**src/rtl/pll_seq_pkg.sv**
```systemverilog
// Shared types and helpers for the PLL lock/reset sequencer.
package pll_seq_pkg;

    typedef enum logic [2:0] {
        HOLD,
        WAIT_LOCK,
        STABLE,
        RELEASE,
        RUN,
        FAIL,
        DRAIN,
        BYP_REL
    } state_t;

    function automatic int max3(input int a, input int b, input int c);
        int m;
        m = (a > b) ? a : b;
        return (m > c) ? m : c;
    endfunction

endpackage

```
**src/rtl/sync_ff2.sv**
```systemverilog
// Two-flop synchroniser for a single asynchronous level, cleared by synchronous reset.
module sync_ff2 (
    input  logic clk,
    input  logic reset,
    input  logic i_d,
    output logic o_q
);

    logic r_meta;
    logic r_q;

    always_ff @(posedge clk) begin
        if (reset) begin
            r_meta <= 1'b0;
            r_q    <= 1'b0;
        end else begin
            r_meta <= i_d;
            r_q    <= r_meta;
        end
    end

    assign o_q = r_q;

endmodule

```
**src/rtl/pll_reset_sequencer.sv**
```systemverilog
// Lock supervisor for an iCE40 PLL: drives RESETB/BYPASS, retries on lock timeout,
// and releases downstream domain resets in order once lock has been stable.
module pll_reset_sequencer
    import pll_seq_pkg::*;
#(
    parameter int NUM_DOMAINS   = 4,
    parameter int RESET_HOLD    = 16,
    parameter int LOCK_TIMEOUT  = 4096,
    parameter int STABLE_CYCLES = 64,
    parameter int STAGE_GAP     = 8,
    parameter int MAX_RETRIES   = 3,
    localparam int RET_W = (MAX_RETRIES > 0) ? $clog2(MAX_RETRIES + 1) : 1
) (
    input  logic                   clk,
    input  logic                   reset,
    input  logic                   bypass_req,
    input  logic                   pll_lock,
    output logic                   pll_resetb,
    output logic                   pll_bypass,
    output logic [NUM_DOMAINS-1:0] dom_rst,
    output logic                   locked,
    output logic                   fail,
    output logic [RET_W-1:0]       retries,
    output state_t                 o_dbg_state
);

    localparam int CNT_W = $clog2(max3(max3(RESET_HOLD, LOCK_TIMEOUT, STABLE_CYCLES), STAGE_GAP, 1)) + 1;
    localparam int STG_W = (NUM_DOMAINS > 1) ? $clog2(NUM_DOMAINS) : 1;

    localparam logic [CNT_W-1:0] HOLD_LAST    = CNT_W'(RESET_HOLD - 1);
    localparam logic [CNT_W-1:0] TIMEOUT_LAST = CNT_W'(LOCK_TIMEOUT - 1);
    // Entering STABLE already consumed one high sample of lock_s.
    localparam logic [CNT_W-1:0] STABLE_LAST  = CNT_W'((STABLE_CYCLES >= 2) ? STABLE_CYCLES - 2 : 0);
    localparam logic [CNT_W-1:0] GAP_LAST     = CNT_W'(STAGE_GAP - 1);
    localparam logic [STG_W-1:0] STG_LAST     = STG_W'((NUM_DOMAINS >= 2) ? NUM_DOMAINS - 2 : 0);
    localparam logic [RET_W-1:0] RET_MAX      = RET_W'(MAX_RETRIES);
    localparam logic [NUM_DOMAINS-1:0] ALL_RST = {NUM_DOMAINS{1'b1}};

    logic                   w_lock_s;
    state_t                 r_state, w_state_nx;
    logic [CNT_W-1:0]       r_cnt, w_cnt_nx, w_cnt_inc;
    logic [STG_W-1:0]       r_stage, w_stage_nx;
    logic [RET_W-1:0]       r_retries, w_retries_nx;
    logic [NUM_DOMAINS-1:0] r_dom_rst, w_dom_nx;
    logic                   r_resetb, w_resetb_nx;
    logic                   r_bypass, w_bypass_nx;
    logic                   r_locked, w_locked_nx;
    logic                   r_fail, w_fail_nx;
    logic                   r_byp_q;
    logic                   w_go_rel;
    logic                   w_lose;

    sync_ff2 u_lock_sync (
        .clk   (clk),
        .reset (reset),
        .i_d   (pll_lock),
        .o_q   (w_lock_s)
    );

    assign w_cnt_inc = (r_cnt == {CNT_W{1'b1}}) ? r_cnt : r_cnt + CNT_W'(1);

    always_comb begin
        w_state_nx   = r_state;
        w_cnt_nx     = r_cnt;
        w_stage_nx   = r_stage;
        w_retries_nx = r_retries;
        w_dom_nx     = r_dom_rst;
        w_resetb_nx  = r_resetb;
        w_bypass_nx  = r_bypass;
        w_locked_nx  = r_locked;
        w_fail_nx    = r_fail;
        w_go_rel     = 1'b0;
        w_lose       = 1'b0;

        // A change of bypass_req overrides everything; DRAIN resolves the direction itself.
        if (r_state != DRAIN && bypass_req != r_byp_q) begin
            w_state_nx  = DRAIN;
            w_dom_nx    = ALL_RST;
            w_locked_nx = 1'b0;
            w_fail_nx   = 1'b0;
            w_cnt_nx    = '0;
        end else begin
            case (r_state)
                HOLD: begin
                    w_resetb_nx = 1'b0;
                    if (r_cnt == HOLD_LAST) begin
                        w_state_nx  = WAIT_LOCK;
                        w_cnt_nx    = '0;
                        w_resetb_nx = 1'b1;
                    end else begin
                        w_cnt_nx = w_cnt_inc;
                    end
                end
                WAIT_LOCK: begin
                    if (w_lock_s) begin
                        if (STABLE_CYCLES == 1) begin
                            w_go_rel = 1'b1;
                        end else begin
                            w_state_nx = STABLE;
                            w_cnt_nx   = '0;
                        end
                    end else if (r_cnt == TIMEOUT_LAST) begin
                        w_cnt_nx    = '0;
                        w_resetb_nx = 1'b0;
                        if (r_retries == RET_MAX) begin
                            w_state_nx = FAIL;
                            w_fail_nx  = 1'b1;
                            w_dom_nx   = ALL_RST;
                        end else begin
                            w_state_nx   = HOLD;
                            w_retries_nx = r_retries + RET_W'(1);
                        end
                    end else begin
                        w_cnt_nx = w_cnt_inc;
                    end
                end
                STABLE: begin
                    if (!w_lock_s) begin
                        w_state_nx = WAIT_LOCK;
                        w_cnt_nx   = '0;
                    end else if (r_cnt == STABLE_LAST) begin
                        w_go_rel = 1'b1;
                    end else begin
                        w_cnt_nx = w_cnt_inc;
                    end
                end
                RELEASE, BYP_REL: begin
                    if (r_state == RELEASE && !w_lock_s) begin
                        w_lose = 1'b1;
                    end else if (r_dom_rst[NUM_DOMAINS-1]) begin
                        if (r_cnt == GAP_LAST) begin
                            w_dom_nx   = r_dom_rst << 1;
                            w_cnt_nx   = '0;
                            w_stage_nx = r_stage + STG_W'(1);
                            if (r_state == RELEASE && r_stage == STG_LAST) begin
                                w_state_nx  = RUN;
                                w_locked_nx = 1'b1;
                            end
                        end else begin
                            w_cnt_nx = w_cnt_inc;
                        end
                    end
                end
                RUN: begin
                    if (!w_lock_s) begin
                        w_lose = 1'b1;
                    end
                end
                FAIL: begin
                    w_resetb_nx = 1'b0;
                    w_dom_nx    = ALL_RST;
                    w_fail_nx   = 1'b1;
                end
                DRAIN: begin
                    w_cnt_nx    = '0;
                    w_stage_nx  = '0;
                    w_resetb_nx = 1'b0;
                    if (bypass_req) begin
                        w_state_nx  = BYP_REL;
                        w_bypass_nx = 1'b1;
                        w_dom_nx    = ALL_RST << 1;
                    end else begin
                        w_state_nx   = HOLD;
                        w_bypass_nx  = 1'b0;
                        w_retries_nx = '0;
                        w_dom_nx     = ALL_RST;
                    end
                end
                default: begin
                    w_state_nx = HOLD;
                    w_cnt_nx   = '0;
                end
            endcase

            if (w_go_rel) begin
                w_cnt_nx   = '0;
                w_stage_nx = '0;
                w_dom_nx   = ALL_RST << 1;
                if (NUM_DOMAINS == 1) begin
                    w_state_nx  = RUN;
                    w_locked_nx = 1'b1;
                end else begin
                    w_state_nx = RELEASE;
                end
            end

            if (w_lose) begin
                w_state_nx   = HOLD;
                w_dom_nx     = ALL_RST;
                w_locked_nx  = 1'b0;
                w_retries_nx = '0;
                w_cnt_nx     = '0;
                w_resetb_nx  = 1'b0;
            end
        end
    end

    always_ff @(posedge clk) begin
        if (reset) begin
            r_state   <= HOLD;
            r_cnt     <= '0;
            r_stage   <= '0;
            r_retries <= '0;
            r_dom_rst <= ALL_RST;
            r_resetb  <= 1'b0;
            r_bypass  <= 1'b0;
            r_locked  <= 1'b0;
            r_fail    <= 1'b0;
            r_byp_q   <= 1'b0;
        end else begin
            r_state   <= w_state_nx;
            r_cnt     <= w_cnt_nx;
            r_stage   <= w_stage_nx;
            r_retries <= w_retries_nx;
            r_dom_rst <= w_dom_nx;
            r_resetb  <= w_resetb_nx;
            r_bypass  <= w_bypass_nx;
            r_locked  <= w_locked_nx;
            r_fail    <= w_fail_nx;
            r_byp_q   <= bypass_req;
        end
    end

    assign pll_resetb  = r_resetb;
    assign pll_bypass  = r_bypass;
    assign dom_rst     = r_dom_rst;
    assign locked      = r_locked;
    assign fail        = r_fail;
    assign retries     = r_retries;
    assign o_dbg_state = r_state;

endmodule
```
**config.mk**
```make
export PLATFORM = sky130hd
export DESIGN_NAME = pll_reset_sequencer
export DESIGN_NICKNAME = d
export VERILOG_FILES = /design/src/rtl/pll_seq_pkg.sv /design/src/rtl/sync_ff2.sv /design/src/rtl/pll_reset_sequencer.sv
export SDC_FILE = /design/constraint.sdc
export NUM_CORES = 1
export LEC_CHECK = 0
export BUFFER_PORTS_ARGS = -buffer_cell sky130_fd_sc_hd__buf_2
export CORE_ASPECT_RATIO = 0.8
export CORE_MARGIN = 2
export CORE_UTILIZATION = 50
export CTS_BUF_LIST = sky130_fd_sc_hd__clkbuf_4 sky130_fd_sc_hd__clkbuf_8
export DETAILED_ROUTE_END_ITERATION = 10
export PLACE_DENSITY = 0.69
export SLEW_MARGIN = 40
export SYNTH_ARGS = -nofsm -noshare
export SYNTH_HDL_FRONTEND = slang
export SYNTH_SLANG_ARGS = --single-unit
```
**constraint.sdc**
```tcl
create_clock -name clk -period 2.7 [get_ports clk]
set_input_delay 0.27 -clock clk [delete_from_list [all_inputs] [get_ports clk]]
set_output_delay 0.27 -clock clk [all_outputs]
set_load 0.01 [all_outputs]
```
Word-level counts from Yosys, hierarchy flattened
Cells that the tools add are included.
- reduce and logical (&&, ||, !) cells: 31
- add/sub/neg operators: 3
- eq/ne operators: 44
- bitwise operators: 2
- multiplexer cells: 62
- operators with widths (cell ; count):
    $mux W13 ; 9
    $pmux W13 S5 ; 1
    $ne A3 B3 Y1 const B ; 15
    $mux W3 ; 13
    $ne A5 B5 Y1 const B ; 6
    $mux W4 ; 6
    $mux W2 ; 9
    $mux W1 ; 17
    $pmux W4 S4 ; 1
    $reduce_and A8 Y1 ; 2
    $pmux W3 S5 ; 1
    $reduce_and A5 Y1 ; 3
    $reduce_and A7 Y1 ; 2
    $add A13 B1 Y13 const B ; 1
    $eq A13 B12 Y1 const B ; 1
    $eq A13 B13 Y1 const B ; 1
    $eq A13 B3 Y1 const B ; 1
    $eq A13 B4 Y1 const B ; 1
    $eq A13 B6 Y1 const B ; 1
    $eq A3 B3 Y1 const B ; 4
    $ne A2 B2 Y1 const B ; 6
    $reduce_and A4 Y1 ; 3
    $reduce_bool A5 Y1 ; 2
    $pmux W2 S2 ; 2
    23 further kinds ; 34
- flip-flop bits (word level): 31
- input port bits: 4

Longest topological paths before layout
Gate-level depths: netlist (run 1).
- depth in word-level cells: 10
- mapped depth: 9
- depth with buffers taken out: 8

Modules after synthesis
A second synthesis (run 1) with hierarchy kept.
- cell total of the unflattened synthesis: 255
- area, all modules: 1941.9 µm²
- by module, submodules not included (module ; times used ; area an instance (µm²) ; cells each ; sequential area each (µm²)):
    pll_reset_sequencer ; 1 ; 1889.3 ; 251 ; 580.6
    sync_ff2 ; 1 ; 52.6 ; 4 ; 40.0

Worst setup path before layout (run 1)
OpenSTA, ideal clock, no wires.
- path type: reg2reg
- start: register r_cnt[1]
- end: register r_stage[0]
- cell stages (with the launch flop): 9
- setup slack: 0.388 ns
- library setup time: 0.066 ns
- arrival time: 2.246 ns
- cells stage by stage: dfxtp_1 ha_1 or4bb_1 or4_1 buf_2 o21ai_2 o211ai_2 or3_1 a21oi_2
- longest elaborated chain between the ends: 7
- elaborated cells between the ends (all ways): 12
- RTL lines (what ; line ; RTL):
    from (decl) ; pll_reset_sequencer.sv:41 ; logic [CNT_W-1:0] r_cnt, w_cnt_nx, w_cnt_inc;
    from (signal assigned) ; pll_reset_sequencer.sv:212 ; r_cnt <= w_cnt_nx;
    $eq A13 B6 Y1 ; pll_reset_sequencer.sv:121 ; end else if (r_cnt == STABLE_LAST) begin
    $mux W1 ; pll_reset_sequencer.sv:121 ;
    $mux W1 ; pll_reset_sequencer.sv:118 ; if (!w_lock_s) begin
    $mux W1 ; pll_reset_sequencer.sv:83 ; case (r_state)
    $mux W1 ; pll_reset_sequencer.sv:76 ; if (r_state != DRAIN && bypass_req != r_byp_q) begin
    $ne A3 B3 Y1 (no source line) or $reduce_bool A3 Y1 (tied branches) ; -- ;
    $reduce_and A5 Y1 (no source line) ; -- ;
    to (signal assigned) ; pll_reset_sequencer.sv:213 ; r_stage <= w_stage_nx;
    to (decl) ; pll_reset_sequencer.sv:42 ; logic [STG_W-1:0] r_stage, w_stage_nx;
Several ways; a longest one is shown, not always the timed one. The select of a mux whose other input is x is not followed.
A chain may end at the register's enable or synchronous reset.

Final worst setup path (run 1)
- start: register r_cnt[1]
- end: register r_state[1], in the netlist o_dbg_state[1]
- longest elaborated chain between the ends: 8
- elaborated cells between the ends (all ways): 20
- RTL lines (what ; line ; RTL):
    branches (longest 8 deep; another with $eq A13 B6 Y1) ; -- ;
    to (signal assigned) ; pll_reset_sequencer.sv:211 ; r_state <= w_state_nx;
    to (decl) ; pll_reset_sequencer.sv:40 ; state_t r_state, w_state_nx;
Several ways; the timed one is not identified. The select of a mux whose other input is x is not followed.

==> summary.txt, run 1 <==
Synth cell types -> 59
R2R setup slack -> 0.19 ns
Syn Nets -> 259
Hold Path Class -> in2reg
Reg clk slew, reported paths -> 0.06 ns
Post-CTS Setup Bufs -> 0
CP endpoint kind -> flip-flop
Top Family by Delay on Critical Path -> simple AND/OR/NAND/NOR gates
GRT Total Usage -> 0.221
Critical Path Fanout Max -> 6
post-synth top area cell -> dfxtp_1
Synth area leaders -> dfxtp_1 32%, nor2_1 6.0%, xnor2_1 5.4%
root buf cell -> clkbuf_8
Worst-Margin Slew -> 0.430 ns
largest net degree at the start of global routing -> 19
PortBufs -> 16
post-route minimum period -> 2.51 ns
Synth Register Bits -> 31
Clock Latency Late Sink -> 0.28 ns
leak pwr -> 0.766 nW
initial antenna violation count -> 0
worst setup margin -> 0.190 ns
Final ANT Viol Nets -> 0
routed wire length per instance -> 14.7 um
setup violators final -> 0
min-delay src -> pll_lock
Die Y -> 59.7 um
grt total ovfl -> 0
Synth async-reset ratio -> 0
Clock Path Buffers -> 2
MaxCap Viol Count -> 0
Slew Limit Fails -> 0
crit share post-route -> 0.930
grt met1 use -> 0.360
Final #Nets -> 277
via count -> 1858
Initial Util -> 0.517
# resized after CTS -> 0
layout cell share with drive strength beyond 1 -> 0.164
Std-Cell Core Area -> 0.00375 mm2
area of the multi-input gates -> 0.00118 mm2
cts hold-fix bufs -> 0
most common library cells after synthesis -> 31 x dfxtp_1, 31 x nor2_1, 20 x a21oi_1, 18 x nand2_1, 14 x nand3_1
RSZ-0062 raised after global routing -> false
skew final -> 0.00679 ns
P&R area growth vs syn -> 9.86%
synthesized instance count -> 251
global routing usage on met3 -> 0.0675
fill count -> 370
CTS H-tree lvls -> 2
CP peak stage delay -> 0.54 ns
vias in the first global route -> 1489
FF-to-FF End -> o_dbg_state[1]
gr busiest metal -> met1
Hold Fails Final Rpt -> 0
CP Launch Type -> flip-flop
Register Area -> 621 um2
DRC -> 0
FF-to-FF Start -> r_cnt[1]
Pre-Repair DR Iteration Count -> 4
slowest library cell on the worst path -> or4_1
CP bufs+invs -> 0
TNS Setup -> 0 ns
1st-iter DRT viols -> 219
FMAX -> 398 MHz
Post-Syn Area -> 0.00194 mm2
Slew HR -> 0.710
Critical Path, Cell by Cell -> ha_1, or4bb_1, or4_1, o21ai_0, a311o_1, a41oi_1, o21a_1
Most used DFF post-synth -> dfxtp_1
R2R cell count -> 7
vias per cell -> 5.96
DIE AREA -> 0.00440 mm2
Detail Placement HPWL -> 3.35 mm
Crit Path Category -> reg2reg
Worst Path Arrival -> 2.68 ns
I/O Pins -> 17
PD cells -> 775 mW/mm2
first-pass GRT wire length -> 7.51 mm
Placer Congestion -> 0.983
Worst Path Required -> 2.87 ns
Rows -> 20
Max VDD drop -> 597 uV
number of synthesized flops with an enable pin -> 0
CTS Sinks -> 31
drt total wl -> 4.57 mm
CTS tree -> done
GR Util met2 -> 0.270
share of the synthesized area in the top cell type -> 0.320
Inserted Diodes -> 0
Hold Crit Depth -> 2
Hold EP -> u_lock_sync.r_meta
Synth warnings -> 0
post-synthesis sequential area ratio -> 0.320
outcome -> finished, final reports clean
pre-CTS WS -> 0.215 ns
CTS Buf Count -> 5
average size of a mapped cell -> 7.74 um2
Die W -> 73.7 um
[stage by stage]
step | area (um2) | cells | hold WS, ns | util | power (mW)
after floorplan | 1940 | 251 | 0.398 | - | 1.16
after global placement | 2060 | 306 | 0.422 | 0.548 | 1.32
after detailed placement | 2060 | 306 | 0.435 | 0.548 | 1.32
after CTS | 2130 | 312 | 0.204 | 0.568 | 1.66
after global routing | 2130 | 312 | 0.223 | 0.568 | 1.78
final | 2130 | 312 | 0.209 | 0.568 | 1.65
[cell usage in the layout (no fill, tap or decap), types with 3 or more instances in the layout]
master / n
o21a_1: 3
buf_4: 10
o21ai_0: 10
nand2_1: 18
nor4_1: 8
nor2b_1: 7
buf_2: 16
or2_2: 3
ha_1: 4
inv_1: 11
nor3_1: 8
clkbuf_8: 5
or3_1: 3
nand3_1: 14
dfxtp_1: 31
nand4_1: 4
xnor2_1: 12
nor2_1: 31
a21oi_1: 20
[final cells by class]
type,instances,area share
clock buffers,6,0.0358
flip-flops and latches,31,0.291
inverters,11,0.0194
well taps,44,0.0258
multi-input cells,194,0.555
repair buffers,26,0.0727
[power by group]
part           switching [mW]  total, mW  internal (mW)  leakage (nW)
sequential             0.0500      0.550          0.500         0.252
combinational           0.465      0.770          0.306         0.474
clock                   0.152      0.333          0.181        0.0406
[worst max path at each step]
stage	cells after the start	slack, ns	startpoint	end
final	7	0.19	r_cnt[1]	o_dbg_state[1]
after global routing	6	0.06	r_cnt[1]	r_cnt[8]
after CTS	6	0.22	r_cnt[1]	r_cnt[7]
after detailed placement	6	0.21	r_cnt[1]	r_cnt[6]
after global placement	7	0.24	r_cnt[1]	o_dbg_state[1]
after floorplan	8	0.39	r_cnt[1]	r_stage[0]
[flip-flops by register name, indices dropped and copies added, names as in the netlist]
| name | count |
|---|---|
| dom_rst | 4 |
| fail | 1 |
| locked | 1 |
| o_dbg_state | 3 |
| pll_bypass | 1 |
| pll_resetb | 1 |
| r_byp_q | 1 |
| r_cnt | 13 |
| r_stage | 2 |
| retries | 2 |
| u_lock_sync.o_q | 1 |
| u_lock_sync.r_meta | 1 |
[per-layer routing]
layer / up-vias / wire [um]
li1: 940 / -
met1: 829 / 2420
met2: 82 / 1740
met3: 7 / 365
met4: 0 / 50
met5: - / 0
[cell families (layout without fill, tap and decap cells)]
family	Yosys count	count (layout)	share of synthesized area
AND/OR/NAND/NOR	114	114	0.308
multiplexers	2	2	0.0103
adder cells (fa/ha/maj)	4	4	0.0258
flip-flops	31	31	0.320
AO/OA/AOI/OAI	60	60	0.203
XOR/XNOR	14	14	0.0631
buffers and inverters	26	43	0.0702
(Power assumes the default switching activity.)
==> run 2, diff against run 1 <==
--- a/config.mk
+++ b/config.mk
@@ -15,4 +15,5 @@
 export SLEW_MARGIN = 40
 export SYNTH_ARGS = -nofsm -noshare
 export SYNTH_HDL_FRONTEND = slang
+export SYNTH_HIERARCHICAL = 1
 export SYNTH_SLANG_ARGS = --single-unit
==> summary.txt, run 2 <==
Syn Nets -> 263 (+1.5%)
GRT Total Usage -> 0.246 (+0.0241)
Most flops, register -> r_cnt
post-synthesis sequential area ratio -> 0.320 (unchanged)
Crit Path Category -> reg2reg
CTS H-tree lvls -> 2 (unchanged)
layout cell share with drive strength beyond 1 -> 0.150 (-0.0145)
Synth Register Bits -> 31 (unchanged)
P&R area growth vs syn -> 13.5%
GR Util met2 -> 0.321 (+0.0510)
post-synthesis xor/xnor area fraction -> 0.0586 (-0.00451)
fill count -> 350 (-5.4%)
CP Launch Type -> flip-flop
Int Power -> 0.939 mW (-4.9%)
DRC -> 0 (unchanged)
leak pwr -> 0.834 nW (+8.8%)
Rows -> 20 (unchanged)
largest net degree at the start of global routing -> 18 (-1)
Clock Latency Late Sink -> 0.29 ns (about the same)
worst setup margin -> 0.313 ns (+0.122 ns)
Post-Syn Area -> 0.00194 mm2 (unchanged)
Placer Congestion -> 0.854 (-13%)
Pwr Total -> 1.38 mW (-17%)
vias in the first global route -> 1628 (+9.3%)
setup violators final -> 0 (unchanged)
global routing usage on met3 -> 0.0624 (-0.00506)
grt met1 use -> 0.383 (+0.0231)
drt total wl -> 4.97 mm (+8.8%)
simple-gate share of the synthesized area -> 0.330 (+0.0219)
PortBufs -> 16 (unchanged)
Final #Nets -> 281 (+1.4%)
Initial Util -> 0.517 (unchanged)
routed wire length per instance -> 15.6 um (+6.7%)
clock network power share -> 0.345 (+0.144)
pre-CTS WS -> 0.320 ns (+0.106 ns)
Hold Fails Final Rpt -> 0 (unchanged)
PD cells -> 624 mW/mm2 (-19%)
Register Area -> 621 um2 (unchanged)
skew final -> 0.00787 ns (+0.00108 ns)
Synth cell types -> 52 (-12%)
Most used DFF post-synth -> dfxtp_1
Largest register FFs -> 13 (unchanged)
R2R cell count -> 7 (unchanged)
Clock Path Buffers -> 2 (unchanged)
most frequent cells in the layout -> 35 x nor2_1, 31 x dfxtp_1, 23 x a21oi_1, 20 x nand2_1, 16 x buf_2
multiplexer share of the synthesized area -> 0.0155 (+0.00515)
via count -> 1958 (+5.4%)
synthesized instance count -> 255 (+1.6%)
Hold Crit Depth -> 2 (unchanged)
Worst-Margin Slew -> 0.591 ns (+0.161 ns)
main combinational cell family by area after synthesis -> simple AND/OR/NAND/NOR gates
most common library cells after synthesis -> 35 x nor2_1, 31 x dfxtp_1, 23 x a21oi_1, 20 x nand2_1, 11 x nand3_1
count leader, synth -> nor2_1
Slew Limit Fails -> 0 (unchanged)
CTS Buf Count -> 5 (unchanged)
average size of a mapped cell -> 7.62 um2 (-1.6%)
gr busiest metal -> met1
Critical Path Fanout Max -> 8 (+2)
DIE AREA -> 0.00440 mm2 (unchanged)
cts hold-fix bufs -> 0 (unchanged)
# resized after CTS -> 0 (unchanged)
number of synthesized flops with an enable pin -> 0 (unchanged)
Reg clk slew, reported paths -> 0.06 ns (about the same)
sw power -> 0.437 mW (-34%)
sw frac -> 0.318 (-0.0851)
first-pass GRT wire length -> 8.14 mm (+8.5%)
adder-cell area share of the yosys netlist -> 0.0258 (unchanged)
Slew HR -> 0.605 (-0.105)
Post-CTS Setup Bufs -> 0 (unchanged)
TNS Setup -> 0 ns (unchanged)
Std-Cell Core Area -> 0.00375 mm2 (unchanged)
post-route minimum period -> 2.39 ns (-0.122 ns)
Synth async-reset ratio -> 0 (unchanged)
Die W -> 73.7 um (unchanged)
Worst Path Arrival -> 2.56 ns (-0.12 ns)
area of the multi-input gates -> 0.00123 mm2 (+3.8%)
CP endpoint kind -> flip-flop
share of the synthesized area in the top cell type -> 0.320 (unchanged)
RSZ-0062 raised after global routing -> false
complex-gate fraction of the synthesized area -> 0.204 (+0.000644)
commonest non-fill, non-tap cell in the layout -> nor2_1
Detail Placement HPWL -> 3.47 mm (+3.5%)
Die Y -> 59.7 um (unchanged)
Synth warnings -> 6 (+6)
post-synth top area cell -> dfxtp_1
Hold Path Class -> in2reg
outcome -> finished, final reports clean
CTS tree -> done
Comb power frac -> 0.264 (-0.202)
Inserted Diodes -> 0 (unchanged)
root buf cell -> clkbuf_8
Max VDD drop -> 388 uV (-35%)
vias per cell -> 6.16 (+3.4%)
Final ANT Viol Nets -> 0 (unchanged)
hold_ws -> 0.189 ns (-0.0196 ns)
I/O Pins -> 17 (unchanged)
Pre-Repair DR Iteration Count -> 5 (+1)
grt total ovfl -> 0 (unchanged)
Synth area leaders -> dfxtp_1 32%, nor2_1 6.8%, a21oi_1 5.9%
crit share post-route -> 0.884 (-0.0453)
MaxCap Viol Count -> 0 (unchanged)
Worst Path Required -> 2.88 ns (about the same)
1st-iter DRT viols -> 211 (-3.7%)
initial antenna violation count -> 0 (unchanged)
CTS Sinks -> 31 (unchanged)
Sequential Power Share -> 0.391 (+0.058)
FMAX -> 419 MHz (+5.1%)
==> run 2: cell types whose count changed after synthesis, moves of 4 or more <==
cell,change
nor4_1,-8
xnor2_1,-6
xor2_1,+5
nand2b_1,+4
nor2_1,+4
or4_1,+4
==> run 2: path summary, 6_finish.rpt <==
| kind | start | end | slack, ns |
|---|---|---|---|
| hold reg to reg | u_lock_sync/r_meta | u_lock_sync/o_q | 0.44 |
| setup reg to reg | r_cnt[1] | dom_rst[0] | 0.31 |
| hold / removal | pll_lock | u_lock_sync/r_meta | 0.19 |
| setup / recovery | r_cnt[1] | dom_rst[0] | 0.31 |
==> run 2: power by group through the flow <==
stage | sequential (mW) | clock [mW] | combinational [mW]
after CTS | 0.536 | 0.484 | 0.357
final | 0.539 | 0.474 | 0.363
after global placement | 0.545 | 0 | 0.353
after detailed placement | 0.546 | 0 | 0.353
after floorplan | 0.521 | 0 | 0.281
after global routing | 0.541 | 0.503 | 0.401
==> run 2: worst max-delay path: stages (launching register included) <==
cell and delay, ns:
dfxtp_1 0.38, ha_1 0.31, nand3_1 0.17, or4_1 0.57
o21a_1 0.22, nor2_2 0.20, nand2_1 0.08, a311o_1 0.34
==> run 2: per-layer routing <==
metal  routed length, um  share of wire
met1                2570           0.52
met2                1980           0.40
met3                 364          0.073
met4                  59          0.012
met5                   0              0
==> run 2: logic make-up (layout without fill, tap and decap cells) <==
family,after synthesis,in the layout
buf+inv,23,42
flops,31,31
simple gates,121,121
xor+xnor,13,13
mux,3,3
fa+ha+maj,4,4
compound gates,60,60
==> run 2: cell type report <==
class                           instances  share of cell area
Timing Repair Buffer                   25              0.0670
Sequential cell                        31               0.281
Tap cell                               44              0.0250
Multi-Input combinational cell        201               0.558
Inverter                                9              0.0153
Clock buffer                            6              0.0375
Clock inverter                          2              0.0159
==> run 2: through the flow <==
step | util | cell area (um2) | instances
after global placement | 0.556 | 2090 | 310
after floorplan | - | 1940 | 255
after CTS | 0.587 | 2200 | 318
after detailed placement | 0.556 | 2090 | 310
final | 0.587 | 2200 | 318
after global routing | 0.587 | 2200 | 318
